==> src/rtl/frame_scheduler.sv <==
// Frame capture sequencer: arms the sensor, tracks rows through a
// two-entry index buffer, counts frames and watches for stalls.
module frame_scheduler #(
  parameter int ROWS      = 2,
  parameter int TIMEOUT   = 1023,
  parameter int FCNT_BITS = 8
) (
  input  logic CLK,
  input  logic RESET,
  input  logic CAPTURE_REQ,
  input  logic CONTINUOUS,
  input  logic ABORT,
  input  logic SENSOR_NEW_ROW,
  input  logic SENSOR_FRAME_FINISHED,
  output logic SENSOR_RESET,
  output logic ROW_VALID,
  input  logic ROW_READY,
  output logic [((ROWS > 1) ? $clog2(ROWS) : 1)-1:0] ROW_INDEX,
  output logic BUSY,
  output logic FRAME_DONE,
  output logic [FCNT_BITS-1:0] FRAME_COUNT,
  output logic OVERRUN,
  output logic ROW_MISMATCH,
  output logic ERROR
);

  localparam int IW = (ROWS > 1) ? $clog2(ROWS) : 1;
  localparam int CW = $clog2(ROWS + 1);
  localparam int WW = (TIMEOUT > 0) ? $clog2(TIMEOUT + 1) : 1;

  typedef enum logic [2:0] {
    S_IDLE,
    S_ARM,
    S_RUN,
    S_DONE,
    S_FAULT
  } state_t;

  state_t state, state_nxt;

  logic [CW-1:0] row_cnt, row_nxt;
  logic [WW-1:0] wdog;
  logic [IW-1:0] ent0, ent1, push_val;
  logic [1:0]    fcnt;
  logic          push, pop, flush;

  always_comb begin
    state_nxt = state;
    unique case (state)
      S_IDLE:
        if (CAPTURE_REQ || CONTINUOUS) state_nxt = S_ARM;
      S_ARM:
        state_nxt = ABORT ? S_IDLE : S_RUN;
      S_RUN:
        if (ABORT) state_nxt = S_IDLE;
        else if (SENSOR_FRAME_FINISHED) state_nxt = S_DONE;
        else if (wdog == WW'(TIMEOUT)) state_nxt = S_FAULT;
      S_DONE:
        if (ABORT) state_nxt = S_IDLE;
        else state_nxt = CONTINUOUS ? S_ARM : S_IDLE;
      S_FAULT:
        if (ABORT) state_nxt = S_IDLE;
      default:
        state_nxt = S_IDLE;
    endcase
  end

  // Row counter sticks at ROWS so a runaway sensor cannot wrap it
  always_comb begin
    row_nxt = row_cnt;
    if (SENSOR_NEW_ROW && row_cnt != CW'(ROWS))
      row_nxt = row_cnt + CW'(1);
  end

  always_ff @(posedge CLK or posedge RESET) begin
    if (RESET) begin
      state        <= S_IDLE;
      SENSOR_RESET <= 1'b1;
      BUSY         <= 1'b0;
      FRAME_DONE   <= 1'b0;
      ERROR        <= 1'b0;
      FRAME_COUNT  <= '0;
      ROW_MISMATCH <= 1'b0;
      row_cnt      <= '0;
      wdog         <= '0;
    end else begin
      state        <= state_nxt;
      SENSOR_RESET <= (state_nxt != S_RUN);
      BUSY         <= (state_nxt != S_IDLE);
      FRAME_DONE   <= (state_nxt == S_DONE);
      ERROR        <= (state_nxt == S_FAULT);
      if (state == S_ARM) begin
        row_cnt      <= '0;
        wdog         <= '0;
        ROW_MISMATCH <= 1'b0;
      end
      if (state == S_RUN) begin
        wdog    <= wdog + WW'(1);
        row_cnt <= row_nxt;
        if (state_nxt == S_DONE) begin
          FRAME_COUNT <= FRAME_COUNT + FCNT_BITS'(1);
          if (row_nxt != CW'(ROWS))
            ROW_MISMATCH <= 1'b1;
        end
      end
    end
  end

  assign push     = (state == S_RUN) && SENSOR_NEW_ROW;
  assign pop      = (fcnt != 2'd0) && ROW_READY;
  assign flush    = (state == S_ARM) || ABORT;
  assign push_val = IW'(row_cnt);

  // ent0 is always the head; ent1 only holds data when fcnt == 2
  always_ff @(posedge CLK or posedge RESET) begin
    if (RESET) begin
      fcnt    <= 2'd0;
      ent0    <= '0;
      ent1    <= '0;
      OVERRUN <= 1'b0;
    end else begin
      if (state == S_ARM)
        OVERRUN <= 1'b0;
      if (flush) begin
        fcnt <= 2'd0;
      end else begin
        unique case ({push, pop})
          2'b01: begin
            ent0 <= ent1;
            fcnt <= fcnt - 2'd1;
          end
          2'b10: begin
            if (fcnt == 2'd0) begin
              ent0 <= push_val;
              fcnt <= 2'd1;
            end else if (fcnt == 2'd1) begin
              ent1 <= push_val;
              fcnt <= 2'd2;
            end else begin
              OVERRUN <= 1'b1;
            end
          end
          2'b11: begin
            if (fcnt == 2'd1) begin
              ent0 <= push_val;
            end else begin
              ent0 <= ent1;
              ent1 <= push_val;
            end
          end
          default: ;
        endcase
      end
    end
  end

  assign ROW_VALID = (fcnt != 2'd0);
  assign ROW_INDEX = ent0;

endmodule
==> config.mk <==
export PLATFORM = sky130hd
export DESIGN_NAME = frame_scheduler
export DESIGN_NICKNAME = d
export VERILOG_FILES = /design/src/rtl/frame_scheduler.sv
export SDC_FILE = /design/constraint.sdc
export NUM_CORES = 1
export LEC_CHECK = 0
export ABC_AREA = 1
export CAP_MARGIN = 20
export CORE_ASPECT_RATIO = 1.2
export CORE_MARGIN = 4
export CORE_UTILIZATION = 57
export CTS_CLUSTER_SIZE = 28
export DETAILED_ROUTE_END_ITERATION = 8
export PLACE_DENSITY_LB_ADDON = 0.3
export SETUP_SLACK_MARGIN = 0.3
export SLEW_MARGIN = 20
export SYNTH_ARGS = -nofsm -noshare
export SYNTH_HDL_FRONTEND = slang
export SYNTH_SLANG_ARGS = --single-unit
==> constraint.sdc <==
create_clock -name CLK -period 2.1 [get_ports CLK]
set_input_delay 0.63 -clock CLK [delete_from_list [all_inputs] [get_ports CLK]]
set_output_delay 0.63 -clock CLK [all_outputs]
set_load 0.02 [all_outputs]
# ---- Yosys cells after proc, flatten, opt, wreduce, memory -nomap -nowiden
# Cells that the tools add are included.
# W data, S select, Z words.
dict set report totals {
  regBits 33
  latch_bits 0
  ramBits 0
  rom_bits 0
  inputBits 8
  wordCells 86
  memories 0
}
dict set report classes {
  add_sub_neg 4
  multipliers 0
  div_mod_pow 0
  order_cmp 0
  n_eq_ne 18
  n_shift 0
  n_mux 33
  bitwise 1
  reduce_logical 17
}
# operator count
set ops {}
lappend ops {{$mux W10} 2}
lappend ops {{$mux W1} 15}
lappend ops {{$mux W3} 5}
lappend ops {{$pmux W3 S5} 1}
lappend ops {{$mux W2} 7}
lappend ops {{$add A10 B1 Y10 const B} 1}
lappend ops {{$eq A10 B10 Y1 const B} 1}
lappend ops {{$ne A2 B2 Y1 const B} 5}
lappend ops {{$eq A3 B2 Y1 const B} 3}
lappend ops {{$reduce_bool A3 Y1} 3}
lappend ops {{$add A8 B1 Y8 const B} 1}
lappend ops {{$eq A3 B3 Y1 const B} 2}
lappend ops {{$reduce_bool A2 Y1} 3}
lappend ops {{$eq A2 B1 Y1 const B} 2}
lappend ops {{$eq A2 B2 Y1 const B} 2}
lappend ops {{$ne A4 B4 Y1 const B} 1}
lappend ops {{$pmux W2 S2} 1}
lappend ops {{$reduce_and A2 Y1} 2}
lappend ops {{$reduce_and A4 Y1} 1}
lappend ops {{$eq A3 B1 Y1 const B} 1}
lappend ops {{$logic_and A1 B1 Y1} 3}
lappend ops {{$logic_not A3 Y1} 1}
lappend ops {{$ne A3 B2 Y1 const B} 1}
lappend ops {{$pmux W1 S3} 1}
lappend ops {{other kinds (7)} 8}

# ---- Depth between registers and ports, before layout
# Gate-level depths: netlist of the first run.
dict set report depth {
  depth_word 8
  depth_mapped 11
}

# ---- Worst setup path after synthesis of the first run
# OpenSTA, ideal clock, no wires.
dict set report synth_timing {
  path_kind {flip-flop to flip-flop}
  startpoint {reg fcnt[0]}
  endpoint {reg fcnt[0]}
  setup_ps 65
  arrival_ps 1390
  setup_slack_ps 645
  path_stages_with_launch 12
  n_path_buf 0
  period_less_slack_ps 1455
  cell_sequence {dfrtp_1 -> inv_1 -> ha_1 -> inv_2 -> nand2_1 -> inv_1 -> nand2_1 -> nand2_1 -> nor2_1 -> nor2_1 -> nand2_1 -> nand2_1}
}
dict set report synth_via {
  elab_chain_cells 5
  word_cells_on_any_way 13
  cone_classes {1 x add/sub; 4 x eq/ne; 3 x mux; 5 x reduce/logical}
}
# element line
set synth_rtl {}
lappend synth_rtl {{from (decl)} 44} ;# logic [1:0] fcnt;
lappend synth_rtl {{from (signal assigned)} 130} ;# fcnt <= fcnt - 2'd1;
lappend synth_rtl {{$reduce_bool A2 Y1 *} n/a}
lappend synth_rtl {{net ROW_VALID} 16} ;# output logic ROW_VALID,
lappend synth_rtl {{$logic_and A1 B1 Y1 *} 110} ;# assign pop = (fcnt != 2'd0) && ROW_READY;
lappend synth_rtl {{$eq A2 B2 Y1 or $eq A2 B1 Y1 (tied branches)} 127} ;# unique case ({push, pop})
lappend synth_rtl {{$ne A4 B4 Y1 (no line), or another cell as far along} n/a}
lappend synth_rtl {{$reduce_and A2 Y1 (no line) or $mux W2 (tied branches)} n/a}
# Mark *: on every way through the listed nets, which the timed path passes. The rest lies on a longest branch.
# A chain may end at the register's enable or synchronous reset.

# ---- Worst setup path in the final report of the first run
dict set report layout_timing {
  startpoint {reg fcnt[0]}
  endpoint {out ROW_VALID}
}
dict set report layout_via {
  elab_chain_cells 1
}
# element line
set layout_rtl {}
lappend layout_rtl {{$reduce_bool A2 Y1} 157} ;# assign ROW_VALID = (fcnt != 2'd0);
lappend layout_rtl {{to (decl)} 16}
# No other way between the ends.

==> qor.txt, run 1 <==
GR peak layer - met2
CTS tree - done
post-synth top area cell - dfrtp_1
Mapped Avg Cell Area - 8.19 um^2
Clock Latency Late Sink - 330 ps
DRT iter0 DRCs - 60
I/O Buffers - 23
Synth Warn # - 0
crit end category - primary output
Post-DP HPWL - 2.63 mm
ys flop type - dfrtp_1
first-pass GRT wire length - 6.36 mm
met2 Use GR - 0.316
final WL - 3.55 mm
GRT met1 Usage - 0.247
Seq/Total Area, Yosys - 0.457
FP Rows - 22
Crit path required time - 1470 ps
cts bufs inserted - 5
remaining global-route overflow - 0
top cell type's share of synthesized area - 0.442
Period minus WS final - 1760 ps
largest net degree at the start of global routing - 34
setup TNS - 0 ps
VDD IR max - 0.796 mV
DRT antenna net count - 0
Critical Path Start Type - register
syn_nets - 234
Clock Skews - 8.16 ps
Synth area leaders - dfrtp_1, nand2_1, inv_1
Arrival @ worst endpoint - 1130 ps
# diodes - 0
Slew Viols, Final - 0
initial antenna violation count - 0
RePlAce Congestion - 0.892
crit path max fanout - 5
Initial Util - 0.593
Final Hold Viols - 0
via count - 1500
Vias/cell - 5.14
total die area - 4150 um^2
drt pass-1 iters - 5
core area - 3060 um^2
vias in the first global route - 1513
crit path kind - reg2out
number of max-cap violations - 0
Tcrit/Tclk final - 0.839
GRT Overall Usage - 0.195
Die Width - 59.5 um
Rel. slew slack - 0.723
power per standard cell area - 1020 nW/um^2
Post-synth top cells - nand2_1, dfrtp_1, inv_1, nor2_1, nand3_1
H-tree levels - 2
Wirelength per Cell - 12.2 um
clock root cell - clkbuf_4
clock-pin transition on the worst setup and hold timing paths - 100 ps
FF+latch count, synth - 33
fin util - 0.706
drt drc - 0
top-count cell post-synth - nand2_1
Leak - 1.12 nW
I/O Pins - 24
clock sink total - 33
Synth async-reset ratio - 1.00
P&R area growth vs syn - 19.2%
RSZ-0062 raised after global routing - no
Bufs on Longest Clock Path - 2
Die Y - 69.7 um
outcome - completed
grt met3 use - 0.0484
Cells after Synth - 221
Synth Cell Area - 1810 um^2
share of cells above drive strength 1 - 0.168
fin nets - 268
actual slew at the worst max-slew pin - 416 ps
FMAX - 0.568 GHz
EDFF count, synth - 0
worst hold path class - reg2reg
Distinct cells, synth - 29
# setup viols final - 0
-- metal layers --
layer	wire length (um)	share of wire	up-vias
met5	0	0	-
met4	56	0.016	0
met3	122	0.034	5
met2	1770	0.50	20
met1	1600	0.45	695
li1	-	-	780
-- path summary, 6_finish.rpt --
check | startpoint | end | slack, ps | cells after the start
min reg2reg | FRAME_COUNT[7] | FRAME_COUNT[7] | 460 | 1
max in group asynchronous | RESET | SENSOR_RESET | 1110 | 3
max reg2reg | row_cnt[0] | ROW_MISMATCH | 570 | 7
min | FRAME_COUNT[7] | FRAME_COUNT[7] | 460 | 1
max | fcnt[0] | ROW_VALID | 340 | 4
min in group asynchronous | RESET | state[0] | 670 | 3
-- sequential cells by signal, summed over array words and instances (netlist names) --
name          flops
SENSOR_RESET      1
state             3
BUSY              1
ROW_MISMATCH      1
ROW_INDEX         1
fcnt              2
OVERRUN           1
row_cnt           2
FRAME_DONE        1
ERROR             1
wdog             10
FRAME_COUNT       8
ent1              1
-- through the flow --
stage | hold slack [ps] | instances | total power [mW] | setup WS [ps] | instance area, um^2
5_1_grt | 515 | 292 | 2.39 | 293 | 2160
3_5_place_dp | 459 | 281 | 1.85 | 53.1 | 2090
4_1_cts | 471 | 289 | 2.14 | 71.3 | 2120
6_report | 464 | 292 | 2.20 | 339 | 2160
3_3_place_gp | 456 | 281 | 1.83 | 98.3 | 2090
2_1_floorplan | 446 | 221 | 1.54 | 645 | 1810
-- cell families (layout without fill, tap and decap cells) --
family                   Yosys count  count (layout)  share of synthesized area
XOR/XNOR                           8               8                     0.0387
adder cells (fa/ha/maj)            5               5                     0.0346
AND/OR/NAND/NOR                  116             116                      0.318
buffers and inverters             34              69                     0.0746
AO/OA/AOI/OAI                     25              25                     0.0774
flip-flops                        33              33                      0.457
-- cell type report --
class	count	area, um^2
tap	36	45.0
timing repair buffer	28	248
clock buffer	6	41.3
inverter	33	126
sequential	33	827
clock inverter	2	10.0
fill	247	897
multi-input combinational	154	861
-- worst max-delay path, cell delays in order, from the launching register on --
cell	delay, ps
dfrtp_1	400
inv_2	90
ha_4	140
inv_4	50
buf_6	120
-- what timing repair did --
action / in CTS / in global routing
hold buffers: 0 / 0
resized for setup: 18 / 11
setup buffers: 0 / 3
setup endpoints to repair: 16 / 3
-- cells in the final DEF (no fill, tap or decap), types with 2 or more instances in the layout --
cell type	netlist	final
o21ai_1	8	8
dfrtp_1	32	32
nand2_1	56	56
nand4_1	3	3
dlygate4sd2_1	0	13
clkinv_2	0	2
inv_1	27	25
xor2_1	4	4
o22ai_1	4	4
nand3_1	17	17
nor2_4	2	2
nand3_2	2	2
nor2_1	22	22
inv_2	6	7
nand2_2	2	2
xnor2_1	4	4
or2_2	2	2
buf_4	0	5
clkbuf_4	0	5
ha_1	5	4
clkdlybuf4s50_1	0	7
nand3_4	2	2
o21ai_0	8	8
a21oi_1	2	2
nor2_2	4	4
-- where the power goes --
group | leakage (nW) | total, mW | switching (mW) | internal [mW]
Clock | 0.0320 | 0.335 | 0.207 | 0.127
Sequential | 0.441 | 0.885 | 0.115 | 0.770
Combinational | 0.646 | 0.982 | 0.613 | 0.369
Total | 1.12 | 2.20 | 0.936 | 1.27
Power figures use the tool's default switching activity.
==> run 2: changes to the inputs <==
--- a/config.mk
+++ b/config.mk
@@ -9,7 +9,7 @@
 export CAP_MARGIN = 20
 export CORE_ASPECT_RATIO = 1.2
 export CORE_MARGIN = 4
-export CORE_UTILIZATION = 57
+export CORE_UTILIZATION = 49
 export CTS_CLUSTER_SIZE = 28
 export DETAILED_ROUTE_END_ITERATION = 8
 export PLACE_DENSITY_LB_ADDON = 0.3
==> constraint.sdc (replaced) <==
create_clock -name CLK -period 1.6 [get_ports CLK]
set_input_delay 0.48 -clock CLK [delete_from_list [all_inputs] [get_ports CLK]]
set_output_delay 0.48 -clock CLK [all_outputs]
set_load 0.02 [all_outputs]
==> qor.txt, run 2 (same netlist as run 1, synthesis figures left out) <==
drt pass-1 iters - 5
switching power total - 1.67 mW
grt met3 use - 0.0514
Comb pwr share - 0.508
Initial Util - 0.524
total die area - 4740 um^2
met2 Use GR - 0.349
initial antenna violation count - 0
Clock Latency Late Sink - 300 ps
drt drc - 0
largest net degree at the start of global routing - 16
GR peak layer - met2
GRT Overall Usage - 0.205
H-tree levels - 2
remaining global-route overflow - 0
critical path's largest stage delay - 390 ps
# fillers - 170
outcome - completed
Bufs on Longest Clock Path - 2
Period minus WS final - 1560 ps
actual slew at the worst max-slew pin - 397 ps
Rel. slew slack - 0.734
Wirelength per Cell - 15.9 um
# diodes - 0
Reg with most FFs - wdog
RSZ-0062 raised after global routing - yes
Crit path required time - 1840 ps
Arrival @ worst endpoint - 1810 ps
power per standard cell area - 1480 nW/um^2
RePlAce Congestion - 0.886
most frequent cells in the layout - nand2_1, buf_4, dfrtp_1, buf_6, inv_1
fin util - 0.845
I/O Pins - 24
Seq pwr share - 0.271
VDD IR max - 0.914 mV
cts bufs inserted - 5
clock-pin transition on the worst setup and hold timing paths - 80 ps
clock sink total - 33
register area - 832 um^2
Vias/cell - 5.55
worst hold path class - in2async
DRT antenna net count - 0
FMAX - 0.640 GHz
crit path max fanout - 5
share of cells above drive strength 1 - 0.512
clock root cell - clkbuf_8
Critical Path Start Type - register
Final Hold Viols - 0
setup TNS - 0 ps
Placed Area - 2230 um^2
Die Width - 63.5 um
vias in the first global route - 1671
design area - 2920 um^2
Int Pwr - 2.66 mW
Slowest cell on crit path - dfrtp_1
# setup viols final - 0
crit path kind - reg2reg
I/O Buffers - 23
clock power share - 0.221
FP Rows - 23
GRT met1 Usage - 0.250
Slew Viols, Final - 0
Post-DP HPWL - 2.84 mm
crit-path cells - inv_2 > ha_4 > inv_4 > buf_6 > buf_6 > nand2_8 > inv_8 > nor2_4 > nor2_2 > nor2_2 > nand2_1 > nand2_1
Leak - 1.44 nW
max FFs per register - 10
first-pass GRT wire length - 7.53 mm
core area - 3450 um^2
final WL - 5.31 mm
commonest non-fill, non-tap cell in the layout - nand2_1
via count - 1853
CTS tree - done
total power - 4.33 mW
number of max-cap violations - 0
Multi-input gate area - 1120 um^2
crit end category - register
DRT iter0 DRCs - 164
Sw Share - 0.386
fin nets - 309
P&R area growth vs syn - 61.2%
Die Y - 74.6 um
Clock Skews - 11.9 ps
Tcrit/Tclk final - 0.977
Largest regs - wdog: 10 flops, FRAME_COUNT: 8 flops, state: 3 flops
[run 2: cell type report]
type / count / share of cell area
clock inverter: 3 / 0.0223
multi-input combinational: 154 / 0.385
sequential: 33 / 0.285
inverter: 33 / 0.0484
clock buffer: 5 / 0.0236
timing repair buffer: 69 / 0.220
tap: 37 / 0.0159
[run 2: power by group through the flow]
stage | Clock, mW | Sequential (mW) | Combinational, mW
after global placement | 0 | 1.16 | 1.43
final | 0.958 | 1.17 | 2.20
after detailed placement | 0 | 1.16 | 1.45
after floorplan | 0 | 1.26 | 0.801
after CTS | 0.961 | 1.16 | 1.81
after global routing | 1.01 | 1.20 | 2.34
[run 2: repair_timing]
item                                    4_1_cts  5_1_grt
hold buffers                                  0        0
pin swaps                                    20       31
resized for setup                           125       62
endpoints found under the setup margin       41       40
setup buffers                                18       12
[run 2: final timing paths]
check / startpoint / cells after the start / to / slack [ps]
max: fcnt[0] / 12 / fcnt[1] / 40
max reg2reg: fcnt[0] / 12 / fcnt[1] / 40
min in group CLK: wdog[6] / 1 / wdog[6] / 520
min reg2reg: wdog[6] / 1 / wdog[6] / 520
min: RESET / 2 / OVERRUN / 410
max in group asynchronous: RESET / 3 / wdog[3] / 690
[run 2: per-stage QoR]
step / worst slack [ps] / std cells / hold slack, ps
2_1_floorplan: 309 / 221 / 446
3_3_place_gp: -196 / 296 / 458
3_5_place_dp: -232 / 296 / 461
4_1_cts: 62.2 / 322 / 414
5_1_grt: -62.6 / 334 / 437
6_report: 37.6 / 334 / 406
[run 2: metal layers]
layer,vias to the layer above,part of all wire,wire length [um]
met5,-,0,0
met4,0,0.024,129
met3,17,0.052,276
met2,82,0.53,2820
met1,897,0.39,2080
li1,857,-,-
[run 2: worst max-delay path: cells and delay by family (launching register included)]
family / cells / cell delay, ps
flops: 1 / 390
simple gates: 6 / 580
buf+inv: 5 / 380
fa+ha+maj: 1 / 140
